**src/rtl/dw_cntr_gray.sv**
```systemverilog
// Synchronous up/down binary counter with registered binary and Gray outputs,
// synchronous load, terminal-count flag and an optional output register stage.
module dw_cntr_gray #(
  parameter int unsigned width   = 8,
  parameter int unsigned rst_val = 0,
  parameter int unsigned out_reg = 0
) (
  input  logic             clk,
  input  logic             rst,
  input  logic             cen,
  input  logic             load,
  input  logic [width-1:0] data,
  input  logic             up_dn,
  output logic [width-1:0] count_bin,
  output logic [width-1:0] count_gray,
  output logic             tercnt
);

  localparam logic [width-1:0] RstVal = width'(rst_val);
  localparam logic [width-1:0] One    = width'(1);

  function automatic logic [width-1:0] to_gray(input logic [width-1:0] x);
    return x ^ (x >> 1);
  endfunction

  function automatic logic is_term(input logic [width-1:0] x, input logic up);
    return up ? (x == '1) : (x == '0);
  endfunction

  logic [width-1:0] cnt_q, cnt_d;
  logic [width-1:0] gray_q, gray_d;
  logic             tc_now;

  always_comb begin
    cnt_d = cnt_q;
    if (load) begin
      cnt_d = data;
    end else if (cen) begin
      cnt_d = up_dn ? cnt_q + One : cnt_q - One;
    end
    // Gray is registered from the next count so the output never glitches
    gray_d = to_gray(cnt_d);
  end

  always_ff @(posedge clk) begin
    if (rst) begin
      cnt_q  <= RstVal;
      gray_q <= to_gray(RstVal);
    end else begin
      cnt_q  <= cnt_d;
      gray_q <= gray_d;
    end
  end

  assign tc_now = is_term(cnt_q, up_dn);

  if (out_reg != 0) begin : g_out_reg
    logic [width-1:0] bin_o_q;
    logic [width-1:0] gray_o_q;
    logic             tc_o_q;

    always_ff @(posedge clk) begin
      if (rst) begin
        bin_o_q  <= RstVal;
        gray_o_q <= to_gray(RstVal);
        tc_o_q   <= is_term(RstVal, up_dn);
      end else begin
        bin_o_q  <= cnt_q;
        gray_o_q <= gray_q;
        tc_o_q   <= tc_now;
      end
    end

    assign count_bin  = bin_o_q;
    assign count_gray = gray_o_q;
    assign tercnt     = tc_o_q;
  end else begin : g_no_out_reg
    assign count_bin  = cnt_q;
    assign count_gray = gray_q;
    assign tercnt     = tc_now;
  end

endmodule

```
**config.mk**
```make
export PLATFORM = sky130hd
export DESIGN_NAME = dw_cntr_gray
export DESIGN_NICKNAME = d
export VERILOG_FILES = /design/src/rtl/dw_cntr_gray.sv
export SDC_FILE = /design/constraint.sdc
export NUM_CORES = 1
export LEC_CHECK = 0
export BUFFER_PORTS_ARGS = -buffer_cell sky130_fd_sc_hd__buf_4
export CELL_PAD_IN_SITES_DETAIL_PLACEMENT = 1
export CELL_PAD_IN_SITES_GLOBAL_PLACEMENT = 2
export CORE_MARGIN = 8
export CORE_UTILIZATION = 29
export DETAILED_ROUTE_END_ITERATION = 8
export PLACE_DENSITY_LB_ADDON = 0.2
export SLEW_MARGIN = 10
export SYNTH_ARGS = -nofsm -noshare
export SYNTH_HDL_FRONTEND = slang
export SYNTH_SLANG_ARGS = --single-unit
```
**constraint.sdc**
```tcl
create_clock -name clk -period 2.5 [get_ports clk]
set_input_delay 0.5 -clock clk [delete_from_list [all_inputs] [get_ports clk]]
set_output_delay 0.5 -clock clk [all_outputs]
set_load 0.1 [all_outputs]
```
==> results of run 1 <==
-- cell usage after synthesis (all sizes together) (3+ instances only) --
cell    count
nor2       18
a21oi       9
nor2b       3
dfxtp      15
inv         7
nand2b      5
xnor2       7
a21o        3
buf         3
nand3       6
o31ai       4
o211ai      3
ha          6
-- per-layer routing --
metal,part of all wire,vias to the layer above,global-route usage
met2,0.49,19,0.215
li1,-,513,-
met1,0.45,464,0.137
met5,0,-,0
met4,0.0016,0,0.00640
met3,0.056,2,0.0408
-- flip-flops by register name (all words and copies together) (netlist names) --
| signal | flops |
|---|---|
| count_bin | 8 |
| count_gray | 7 |
-- through the flow --
stage,utilization,total power (W)
after global placement,0.401,0.000771
after floorplan,-,0.000663
after CTS,0.409,0.000921
after global routing,0.409,0.000963
final,0.409,0.000908
after detailed placement,0.401,0.000778
-- cells by family (layout without fill, tap and decap cells) --
group | after synthesis | after routing | share of synthesized area
flops | 15 | 15 | 0.293
simple gates | 42 | 42 | 0.214
compound gates | 35 | 35 | 0.243
buf+inv | 12 | 44 | 0.0501
mux | 3 | 3 | 0.0305
xor+xnor | 9 | 9 | 0.0769
fa+ha+maj | 7 | 7 | 0.0928
-- power groups by stage --
stage | sequential (W) | combinational [W] | clock, W
2_1_floorplan | 0.000482 | 0.000181 | 0
3_3_place_gp | 0.000295 | 0.000476 | 0
3_5_place_dp | 0.000296 | 0.000483 | 0
4_1_cts | 0.000290 | 0.000484 | 0.000147
5_1_grt | 0.000294 | 0.000512 | 0.000157
6_report | 0.000289 | 0.000480 | 0.000139
-- final timing paths --
kind | startpoint | to | cells after the start
max | up_dn | count_gray[4] | 9
min | rst | count_bin[7] | 2
max reg2reg | count_bin[0] | count_gray[4] | 8
min reg2reg | count_bin[7] | count_bin[7] | 2
-- final cells by class --
class | count | share of cell area
multi-input cells | 96 | 0.507
flip-flops and latches | 15 | 0.233
repair buffers | 33 | 0.180
well taps | 46 | 0.0419
clock buffers | 4 | 0.0191
inverters | 7 | 0.0191
==> summary.txt, run 1 <==
Synth
  • Yosys reg bits: 15
  • Cell variety after synth: 41
  • Ys Warns: 0
  • Cell taking the most area after synthesis: dfxtp_1
  • Synthesized cell area: 1020 µm²
  • Top FF cell, synth: dfxtp_1
  • Post-Syn Instances: 123
  • Synth Net Count: 143
  • Register area share after synthesis: 0.293
  • Post-synth ARST share: 0
  • Mapped Avg Cell Area: 8.33 µm²
  • Synth area leaders: dfxtp_1 29%, ha_1 7.3%, nor2_1 6.6%
  • Post-synth top area share: 0.293
  • EDFF count, synth: 0

Setup path
  • Worst EP arrival: 2410 ps
  • CP peak stage delay: 390 ps
  • Worst setup EP type: register
  • Worst-path cell chain: buf_4, inv_1, ha_1, nor2b_4, o21a_1, or3_1, a311o_1, a21o_1, a21oi_1
  • Critical-path top delay cell: a311o_1
  • Family with the most delay on the worst path: compound AO/OA/AOI/OAI gates
  • Crit Path Category: in -> reg
  • Slack of the worst reg-to-reg path: 360 ps
  • Critical path startpoint category: primary input
  • Crit path required time: 2720 ps
  • Crit path max fanout: 6
  • WP buf/inv: 2

Status
  • Status: finished, final reports clean

STA
  • Setup ws final: 311 ps
  • Fmax: 0.457 GHz
  • Tightest Pin Transition: 381 ps
  • Final setup viols: 0
  • Slew Limit Fails: 0
  • Min Tclk post-route: 2190 ps
  • Unrepaired setup endpoints after global routing: false
  • Skew final: 7.44 ps
  • Final Hold Viols: 0
  • Setup TNS Final: 0 ps
  • Period Utilization, post-route: 0.876
  • Worst Hold Slack: 486 ps
  • Rel. slew slack: 0.744

Final layout
  • Commonest non-fill, non-tap cell in the layout: buf_4
  • Area grow syn2layout: 34.2%
  • Layout cells sized above 1: 0.316
  • Design area: 1380 µm²
  • Layout Nets: 176
  • Antenna Cells: 0
  • Most frequent cells in the layout: 33 x buf_4, 18 x nor2_1, 9 x a21oi_1
  • Sequential cell area: 320 µm²
  • Multi-input logic area: 697 µm²
  • Fillcell total: 417
  • Fin cells: 201

Route
  • Total number of vias: 998
  • WL final: 3140 µm
  • First drt pass iteration count: 4
  • DR vias/cell: 4.97
  • Drt drc: 0
  • Post-detailed-route count of antenna-violating nets: 0
  • Post-DR wirelength/cell: 15.6 µm
  • First DRT Iteration DRCs: 36

Global route
  • Grt total ovfl: 0
  • Tot GR Track Use: 0.119
  • Initial antenna violation count: 0
  • Largest net degree at the start of global routing: 21
  • Vias in the first global route: 1115
  • First-pass GRT wire length: 5290 µm

Clock network
  • Depth of the CTS H-tree: 1
  • Clk slew on worst S/H paths: 90 ps
  • CTS tree: done
  • TritonCTS Buffers: 3
  • CTS Sinks: 15
  • Latest clock arrival within the worst-skew pair: 280 ps
  • Clock Path Buffers: 2
  • Setup Buffers After CTS: 0
  • Root buf cell: clkbuf_4
  • Cts hold-fix bufs: 0
  • Post-cts gate resize count: 0

Placed design
  • Final GP Congestion: 0.830
  • Dpl ws: 32.6 ps
  • Dpl hpwl: 2560 µm
  • # port buffers: 29
  • Placed cell count: 197
  • Post-DP Area: 1350 µm²

Pwr
  • Combinational power share: 0.529
  • Clk pwr share: 0.153
  • Pwr/cell area: 660 nW/µm²
  • Sw power: 0.000438 W
  • Peak supply drop: 0.000338 V
  • Internal power: 0.000470 W
  • Reg power frac: 0.319
  • Switching Fraction: 0.482
  • Leakage power: 0.634 nW

Floorplan
  • Starting Density: 0.305
  • Chip height: 75.4 µm
  • Core Area: 3360 µm²
  • Core Rows: 21
  • Die Area: 5690 µm²
  • Io pins: 30
  • Die W: 75.4 µm

Flow run
  • Max cap viols: 0

Worst hold path
  • Hold crit path type: in -> reg
Power figures use the tool's default switching activity.
==> run 2: changes to the inputs <==
--- a/config.mk
+++ b/config.mk
@@ -5,11 +5,12 @@
 export SDC_FILE = /design/constraint.sdc
 export NUM_CORES = 1
 export LEC_CHECK = 0
+export ABC_AREA = 1
 export BUFFER_PORTS_ARGS = -buffer_cell sky130_fd_sc_hd__buf_4
 export CELL_PAD_IN_SITES_DETAIL_PLACEMENT = 1
 export CELL_PAD_IN_SITES_GLOBAL_PLACEMENT = 2
 export CORE_MARGIN = 8
-export CORE_UTILIZATION = 29
+export CORE_UTILIZATION = 27
 export DETAILED_ROUTE_END_ITERATION = 8
 export PLACE_DENSITY_LB_ADDON = 0.2
 export SLEW_MARGIN = 10
==> constraint.sdc (replaced) <==
create_clock -name clk -period 2.5 [get_ports clk]
set_input_delay 0.5 -clock clk [delete_from_list [all_inputs] [get_ports clk]]
set_output_delay 0.5 -clock clk [all_outputs]
set_load 0.02 [all_outputs]
==> summary.txt, run 2 <==
Clock network
  • Depth of the CTS H-tree: 1 (unchanged)
  • Latest clock arrival within the worst-skew pair: 250 ps (was 280 ps)
  • Cts hold-fix bufs: 0 (unchanged)
  • Clock Path Buffers: 2 (unchanged)
  • Root buf cell: clkbuf_8 (was clkbuf_4)
  • Clk slew on worst S/H paths: 60 ps (was 90 ps)
  • Post-cts gate resize count: 0 (unchanged)
  • Setup Buffers After CTS: 0 (unchanged)
  • CTS Sinks: 15 (unchanged)
  • TritonCTS Buffers: 3 (unchanged)
  • CTS tree: done (unchanged)

Global route
  • Largest net degree at the start of global routing: 14 (was 21)
  • Tot GR Track Use: 0.105 (was 0.119)
  • First-pass GRT wire length: 5200 µm (was 5290 µm)
  • Grt total ovfl: 0 (unchanged)
  • Vias in the first global route: 1180 (was 1115)
  • Initial antenna violation count: 0 (unchanged)

Floorplan
  • Core Area: 3720 µm² (was 3360 µm²)
  • Die W: 78.7 µm (was 75.4 µm)
  • Io pins: 30 (unchanged)
  • Chip height: 78.7 µm (was 75.4 µm)
  • Die Area: 6190 µm² (was 5690 µm²)
  • Core Rows: 22 (was 21)
  • Starting Density: 0.286 (was 0.305)

Status
  • Status: finished, final reports clean (unchanged)

Flow run
  • Max cap viols: 0 (unchanged)

Synth
  • Post-Syn Instances: 156 (was 123)
  • Synth Net Count: 176 (was 143)
  • Top FF cell, synth: dfxtp_1 (unchanged)
  • Ys Warns: 0 (unchanged)
  • Register area share after synthesis: 0.283 (was 0.293)
  • Cell taking the most area after synthesis: dfxtp_1 (unchanged)
  • Mapped Avg Cell Area: 6.80 µm² (was 8.33 µm²)
  • EDFF count, synth: 0 (unchanged)
  • Cell variety after synth: 29 (was 41)
  • Synth cell count leaders: 36 x nand2_1, 24 x nor2_1, 18 x inv_1, 15 x dfxtp_1 (was 18 x nor2_1, 15 x dfxtp_1, 9 x a21oi_1, 7 x inv_1, 7 x xnor2_1)
  • Yosys reg bits: 15 (unchanged)
  • Synthesized cell area: 1060 µm² (was 1020 µm²)
  • Synth area leaders: dfxtp_1 28%, nand2_1 13%, nor2_1 8.5% (was dfxtp_1 29%, ha_1 7.3%, nor2_1 6.6%)
  • Post-synth ARST share: 0 (unchanged)
  • Post-synth top area share: 0.283 (was 0.293)
  • Most numerous cell in the Yosys netlist: nand2_1 (was nor2_1)

Placed design
  • Post-DP Area: 1310 µm² (was 1350 µm²)
  • Dpl ws: 414 ps (was 32.6 ps)
  • Final GP Congestion: 0.790 (was 0.830)
  • # port buffers: 29 (unchanged)
  • Dpl hpwl: 2600 µm (was 2560 µm)

Pwr
  • Power Total: 0.000758 W (was 0.000908 W)
  • Leakage power: 0.718 nW (was 0.634 nW)
  • Peak supply drop: 0.000261 V (was 0.000338 V)
  • Pwr/cell area: 561 nW/µm² (was 660 nW/µm²)

STA
  • Rel. slew slack: 0.787 (was 0.744)
  • Fmax: 0.521 GHz (was 0.457 GHz)
  • Skew final: 1.94 ps (was 7.44 ps)
  • Worst Hold Slack: 493 ps (was 486 ps)
  • Setup ws final: 581 ps (was 311 ps)
  • Min Tclk post-route: 1920 ps (was 2190 ps)
  • Setup TNS Final: 0 ps (unchanged)
  • Tightest Pin Transition: 317 ps (was 381 ps)
  • Final Hold Viols: 0 (unchanged)
  • Period Utilization, post-route: 0.767 (was 0.876)
  • Unrepaired setup endpoints after global routing: false (unchanged)
  • Slew Limit Fails: 0 (unchanged)
  • Final setup viols: 0 (unchanged)

Route
  • DR vias/cell: 4.69 (was 4.97)
  • Total number of vias: 1092 (was 998)
  • First drt pass iteration count: 2 (was 4)
  • Post-detailed-route count of antenna-violating nets: 0 (unchanged)
  • Drt drc: 0 (unchanged)
  • First DRT Iteration DRCs: 21 (was 36)
  • WL final: 3110 µm (was 3140 µm)
  • Post-DR wirelength/cell: 13.4 µm (was 15.6 µm)

Setup path
  • Crit path max fanout: 6 (unchanged)
  • Crit path required time: 2650 ps (was 2720 ps)
  • Worst setup EP type: register (unchanged)
  • Critical path startpoint category: register (was primary input)
  • Crit Path Category: reg -> reg (was in -> reg)
  • Worst EP arrival: 2070 ps (was 2410 ps)

Final layout
  • Largest register FFs: 8 (unchanged)
  • Most frequent cells in the layout: 36 x nand2_1, 29 x buf_4, 24 x nor2_1 (was 33 x buf_4, 18 x nor2_1, 9 x a21oi_1)
  • Design area: 1350 µm² (was 1380 µm²)
  • Area grow syn2layout: 27.5% (was 34.2%)
  • Layout cells sized above 1: 0.276 (was 0.316)
  • Antenna Cells: 0 (unchanged)
  • Commonest non-fill, non-tap cell in the layout: nand2_1 (was buf_4)
  • Layout Nets: 206 (was 176)

Worst hold path
  • Hold crit path type: in -> reg (unchanged)
## run 2: through the flow
step	utilization	instances
2_1_floorplan	-	156
3_3_place_gp	0.352	229
3_5_place_dp	0.352	229
4_1_cts	0.364	233
5_1_grt	0.364	233
6_report	0.364	233
## run 2: logic make-up (layout without fill, tap and decap cells)
group,count (synthesis),after routing,share of synthesized area
and+or+nand+nor,89,89,0.397
buffers and inverters,23,52,0.0967
AOI/OAI and AO/OA,20,20,0.117
DFF,15,15,0.283
adders and majority gates,7,7,0.0896
xor gates and xnor gates,2,2,0.0165
## run 2: cell type report
cell class | instances | area [µm²]
clock buffers | 4 | 45.0
repair buffers | 29 | 218
fillers | 487 | 2360
inverters | 19 | 71.3
flip-flops and latches | 15 | 300
multi-input cells | 118 | 658
well taps | 48 | 60.1
## run 2: worst paths after layout
check	end	startpoint	cells after the start	slack, ps
worst max register to register	count_gray[5]	count_bin[0]	12	580
worst min register to register	count_bin[5]	count_bin[5]	4	710
worst max-delay path	count_gray[5]	count_bin[0]	12	580
worst min-delay path	count_bin[3]	rst	2	490
## run 2: worst max-delay path: stages (launching register included)
cell	delay (ps)
dfxtp_1	480
inv_1	100
fa_1	390
inv_1	120
nand2_2	80
nand2_2	80
nand3b_2	80
nand3_1	100
nand3_2	80
nand2_2	80
nand2_2	70
nor2_1	100
nor2_1	50
## run 2: routing by layer
layer	share of wire	GRT usage
met2	0.49	0.181
met4	0.010	0.0278
met5	0	0
met3	0.059	0.0444
met1	0.45	0.115
## run 2: where the power goes
part	total, W	internal, W	switching [W]
Clock	0.000195	0.000113	0.0000823
Combinational	0.000276	0.000113	0.000162
Sequential	0.000287	0.000265	0.0000228
Total	0.000758	0.000491	0.000268
